## src/rtl/tt_um_cla_seq16.sv

```systemverilog
// Sequential 16-bit adder: accepts four nibble pairs (LSB first) over a
// valid/ready handshake, chains the carry through a 4-bit carry-lookahead
// stage, then returns the sum as two bytes plus carry-out and signed overflow.
//
// Handshakes: a transfer happens on a rising edge where valid and ready are
// both high. in_ready and out_valid come only from the state register, so
// neither depends combinationally on in_valid or out_ready. The producer may
// hold or drop valid freely, and nothing is consumed unless ready is high.
module tt_um_cla_seq16 (
  input  logic [7:0] ui_in,
  output logic [7:0] uo_out,
  input  logic [7:0] uio_in,
  output logic [7:0] uio_out,
  output logic [7:0] uio_oe,
  input  logic       ena,
  input  logic       clk,
  input  logic       rst_n
);

  typedef enum logic [1:0] {
    ST_LOAD   = 2'b00,
    ST_OUT_LO = 2'b01,
    ST_OUT_HI = 2'b10
  } state_t;

  state_t      state_q, state_d;
  logic [1:0]  beat_q;
  logic [15:0] result_q;
  logic        carry_q;
  logic        ovf_q;

  logic        in_valid, cin_init, clear, out_ready;
  logic        in_ready, out_valid;
  logic        accept, beat_zero;
  logic [3:0]  a_nib, b_nib, p, g, cc, sum;
  logic        c_in;
  logic        unused_ok;

  assign in_valid  = uio_in[0];
  assign cin_init  = uio_in[1];
  assign clear     = uio_in[2];
  assign out_ready = uio_in[3];
  assign unused_ok = &{1'b0, ena, uio_in[7:4]};

  assign a_nib = ui_in[3:0];
  assign b_nib = ui_in[7:4];

  // Carry-lookahead nibble adder; beat 0 takes cin_init, later beats the chained carry
  always_comb begin
    c_in  = (beat_q == 2'd0) ? cin_init : carry_q;
    p     = a_nib ^ b_nib;
    g     = a_nib & b_nib;
    cc[0] = g[0] | (p[0] & c_in);
    cc[1] = g[1] | (p[1] & g[0]) | (p[1] & p[0] & c_in);
    cc[2] = g[2] | (p[2] & g[1]) | (p[2] & p[1] & g[0]) | (p[2] & p[1] & p[0] & c_in);
    cc[3] = g[3] | (p[3] & g[2]) | (p[3] & p[2] & g[1]) | (p[3] & p[2] & p[1] & g[0])
          | (p[3] & p[2] & p[1] & p[0] & c_in);
    sum   = p ^ {cc[2:0], c_in};
  end

  // Next-state and Moore output decode; the unused encoding falls back to LOAD
  always_comb begin
    state_d   = state_q;
    in_ready  = 1'b0;
    out_valid = 1'b0;
    accept    = 1'b0;
    beat_zero = 1'b0;
    uo_out    = 8'h00;
    case (state_q)
      ST_LOAD: begin
        in_ready = 1'b1;
        if (in_valid) begin
          accept = 1'b1;
          if (beat_q == 2'd3) state_d = ST_OUT_LO;
        end
      end
      ST_OUT_LO: begin
        out_valid = 1'b1;
        uo_out    = result_q[7:0];
        if (out_ready) state_d = ST_OUT_HI;
      end
      ST_OUT_HI: begin
        out_valid = 1'b1;
        uo_out    = result_q[15:8];
        if (out_ready) begin
          state_d   = ST_LOAD;
          beat_zero = 1'b1;
        end
      end
      default: begin
        state_d   = ST_LOAD;
        beat_zero = 1'b1;
      end
    endcase
  end

  assign uio_out = {out_valid & ovf_q, out_valid & carry_q, out_valid, in_ready, 4'b0000};
  assign uio_oe  = 8'hF0;

  // State register and datapath; clear wins over any handshake in the same cycle
  always_ff @(posedge clk or negedge rst_n) begin
    if (!rst_n) begin
      state_q  <= ST_LOAD;
      beat_q   <= 2'd0;
      result_q <= 16'h0000;
      carry_q  <= 1'b0;
      ovf_q    <= 1'b0;
    end else if (clear) begin
      state_q  <= ST_LOAD;
      beat_q   <= 2'd0;
      result_q <= 16'h0000;
      carry_q  <= 1'b0;
      ovf_q    <= 1'b0;
    end else begin
      state_q <= state_d;
      if (accept) begin
        result_q[{beat_q, 2'b00} +: 4] <= sum;
        carry_q <= cc[3];
        beat_q  <= beat_q + 2'd1;
        // Signed overflow: carry into bit 15 differs from carry out of bit 15
        if (beat_q == 2'd3) ovf_q <= cc[2] ^ cc[3];
      end else if (beat_zero) begin
        beat_q <= 2'd0;
      end
    end
  end

endmodule

```

## config.mk

```make
export PLATFORM = sky130hd
export DESIGN_NAME = tt_um_cla_seq16
export DESIGN_NICKNAME = d
export VERILOG_FILES = /design/src/rtl/tt_um_cla_seq16.sv
export SDC_FILE = /design/constraint.sdc
export NUM_CORES = 1
export LEC_CHECK = 0
export BUFFER_PORTS_ARGS = -buffer_cell sky130_fd_sc_hd__clkbuf_2
export CAP_MARGIN = 20
export CORE_MARGIN = 2
export CORE_UTILIZATION = 52
export CTS_CLUSTER_DIAMETER = 80
export DETAILED_ROUTE_END_ITERATION = 8
export PLACE_DENSITY = 0.8
export SYNTH_ARGS = -nofsm -noshare
export SYNTH_HDL_FRONTEND = slang
export SYNTH_SLANG_ARGS = --single-unit
```

## constraint.sdc

```tcl
create_clock -name clk -period 2.5 [get_ports clk]
set_clock_uncertainty 0.05 [all_clocks]
set_input_delay 0 -clock clk [delete_from_list [all_inputs] [get_ports clk]]
set_output_delay 0 -clock clk [all_outputs]
set_load 0.01 [all_outputs]
```

==> impl_metrics.toml <==
[global_route]
grt_pass1_wl_mm = 5.24
grt_overflow = 0
grt_pass1_vias = 1168
grt_max_degree = 23
track_usage_pct = 20.0
antenna_found_initial = 0

[logic_synthesis]
yosys.area.top_type = "dfrtp_1"
synth_xor_area_share_pct = 1.16
synth_top_family_by_area = "simple AND/OR/NAND/NOR gates"
postSynthCellCount = 159
synth_area_um2 = 1510
synth.most_common_cell = "dfrtp_1"
ys_ff_latch = 22
async_reset_ff_share_pct = 100
synthSimpleGateAreaFrac_pct = 18.7
synth_common_cells = "dfrtp_1, nand2_1, buf_4"
synth_fa_ha_area_share_pct = 12.1
synth_ff_type = "dfrtp_1"
netlist_top_cells_area = "dfrtp_1, ha_1, buf_4"
synth.area.mux_share_pct = 3.73
synth_cell_types = 37
synth_compound_area_share_pct = 17.6
synth_edf_count = 0
synth_top_area_share_pct = 36.5
seq_area_frac_synth_pct = 36.5
yosysWarnings = 0
syn_avg_cell_area_um2 = 9.49

[floorplan]
die_y_um = 57.9
io_pins = 43
row_count = 19
start_util_pct = 54.7
fp.dieW_um = 57.9
dieArea_um2 = 3350
coreArea_um2 = 2760

[final_layout]
drive_above_1_share_pct = 19.6
fin_area_um2 = 1690
final_nets = 218
fin_util_pct = 61.3
multiInputGateArea_um2 = 858
area_growth_pct = 12.0
finalNonFillerCells = 215
antenna_cells = 0
nFillCells = 255
seqCellArea_um2 = 552

[routing]
vias = 1237
wl_per_cell_um = 14.4
vias_per_cell = 5.75
ant_nets = 0
dr.pass1.iters = 4
drtIter0Drc = 21
drt-total-wl_mm = 3.09
drcViolationCount = 0

[cts]
htreeDepth = 1
clk_pin_slew_worst_paths_ns = 0.13
cts_buffers = 3
clockRootBuffer = "clkbuf_4"
post_cts_buffers = 0
cts_tree = "yes"
clock-sinks = 22
clock_latency_ns = 0.31
clock_path_buffers = 2

[power_and_ir_drop]
p_comb_share_pct = 44.5
total_power_mw = 1.27
static-leakage-power_nw = 0.800
clockPowerShare_pct = 21.7
pwr-share-seq_pct = 33.8
switching_share_pct = 38.2
power.internal_uw = 785
power_density_nw_per_um2 = 752
irDropWorstVdd_mv = 0.676
netSwitchingPower_uw = 486

[sta]
worst_pin_slew_ns = 0.681
period_needed_ns = 2.35
period_share_pct = 93.9
holdWs_ns = 0.0497
slew_headroom_pct = 53.9
hold_viol = 0
tns_ns = 0
max_freq_mhz = 426
rsz0062_at_grt = "false"
fin_ws_ns = 0.152
drv_slew = 0
setup_viol = 0

[placement]
place_hpwl_mm = 2.41
dp_cells = 208
gp_congestion = 0.804
place_ws_ns = 0.282
port_buffers = 25
postPlaceCellArea_um2 = 1600

[critical_path]
reg2reg_slack_ns = 0.15
cp-end-kind = "flop"
worstReg2RegStart = "beat_q[0]"
worst_ep_arrival_time_ns = 2.51
crit_type = "flop to flop"
worst_setup_path_start_kind = "flop"
worstPathMaxFanout = 8
crit_start = "beat_q[0]"
cp.required_ns = 2.66

[outcome]
status = "finished, final reports clean"

[worst_hold_path]
worstHoldPathType = "input port to flop"
min-delay-start = "uio_in[3]"

[run]
max_cap_violations = 0
-- timing repair --
| item | CTS | global route |
|---|---|---|
| hold buffers | 3 | 0 |
| setup endpoints to repair | 0 | 1 |
| resized for setup | 0 | 2 |
| hold endpoints to repair | 23 | 0 |
-- registers in the layout, indices dropped and copies added (netlist names) --
signal	flops
result_q	16
beat_q	2
state_q	2
carry_q	1
ovf_q	1
-- per-layer routing --
layer | wire length [um] | track usage (%) | up-vias
met5 | 0 | 0 | -
met1 | 1360 | 26.2 | 607
met2 | 1550 | 35.6 | 39
met4 | 31 | 5.65 | 0
li1 | - | - | 587
met3 | 139 | 1.34 | 4
-- final cells by class --
cell class | count | area share [%]
Clock buffer | 3 | 1.33
Clock inverter | 1 | 1.78
Inverter | 7 | 1.55
Multi-Input combinational cell | 122 | 50.8
Sequential cell | 22 | 32.6
Tap cell | 31 | 2.29
Timing Repair Buffer | 29 | 9.62
-- power by group through the flow --
| stage | Clock [mW] | Combinational [mW] | Sequential (mW) |
|---|---|---|---|
| 2_1_floorplan | 0 | 0.440 | 0.427 |
| 3_3_place_gp | 0 | 0.530 | 0.432 |
| 3_5_place_dp | 0 | 0.551 | 0.435 |
| 4_1_cts | 0.276 | 0.559 | 0.428 |
| 5_1_grt | 0.293 | 0.631 | 0.438 |
| 6_report | 0.276 | 0.565 | 0.430 |
-- worst max-delay path: stages, from the launching register on --
cell and delay [ns]:
dfrtp_2 0.48, inv_1 0.13, ha_1 0.32, mux2i_4 0.32, o2111ai_2 0.19, nand3_1 0.12
a31oi_1 0.08, dlygate4sd3_1 0.55
-- path summary, 6_finish.rpt --
| kind | to | depth (start not counted) |
|---|---|---|
| worst max-delay path | carry_q | 7 |
| worst min-delay path | beat_q[1] | 3 |
| worst max register to register | carry_q | 7 |
| min in group asynchronous | result_q[8] | 2 |
| max in group asynchronous | beat_q[0] | 2 |
| worst min register to register | result_q[0] | 2 |
-- logic make-up after synthesis --
| group | count (synthesis) |
|---|---|
| adders and majority gates | 14 |
| buffers and inverters | 25 |
| xor gates and xnor gates | 2 |
| other | 2 |
| AOI/OAI and AO/OA | 36 |
| DFF | 22 |
| muxes | 5 |
| and+or+nand+nor | 53 |
-- placed cells by master, fill, tap and decap left out, types with 2 or more instances in the layout --
cell           instances
nand4_1                2
o21ai_0                8
nand3_1                5
a22oi_1                8
clkbuf_4               3
a21oi_1                4
dfrtp_1               21
clkbuf_2              25
dlygate4sd3_1          3
a22o_1                 9
conb_1                12
a2111oi_0              2
nor2b_1                9
nand2_1               16
nor2_1                 8
xnor2_1                2
mux2i_1                2
nand2b_1               2
ha_1                  13
inv_1                  7
and2_1                 3
Power figures use the tool's default switching activity.
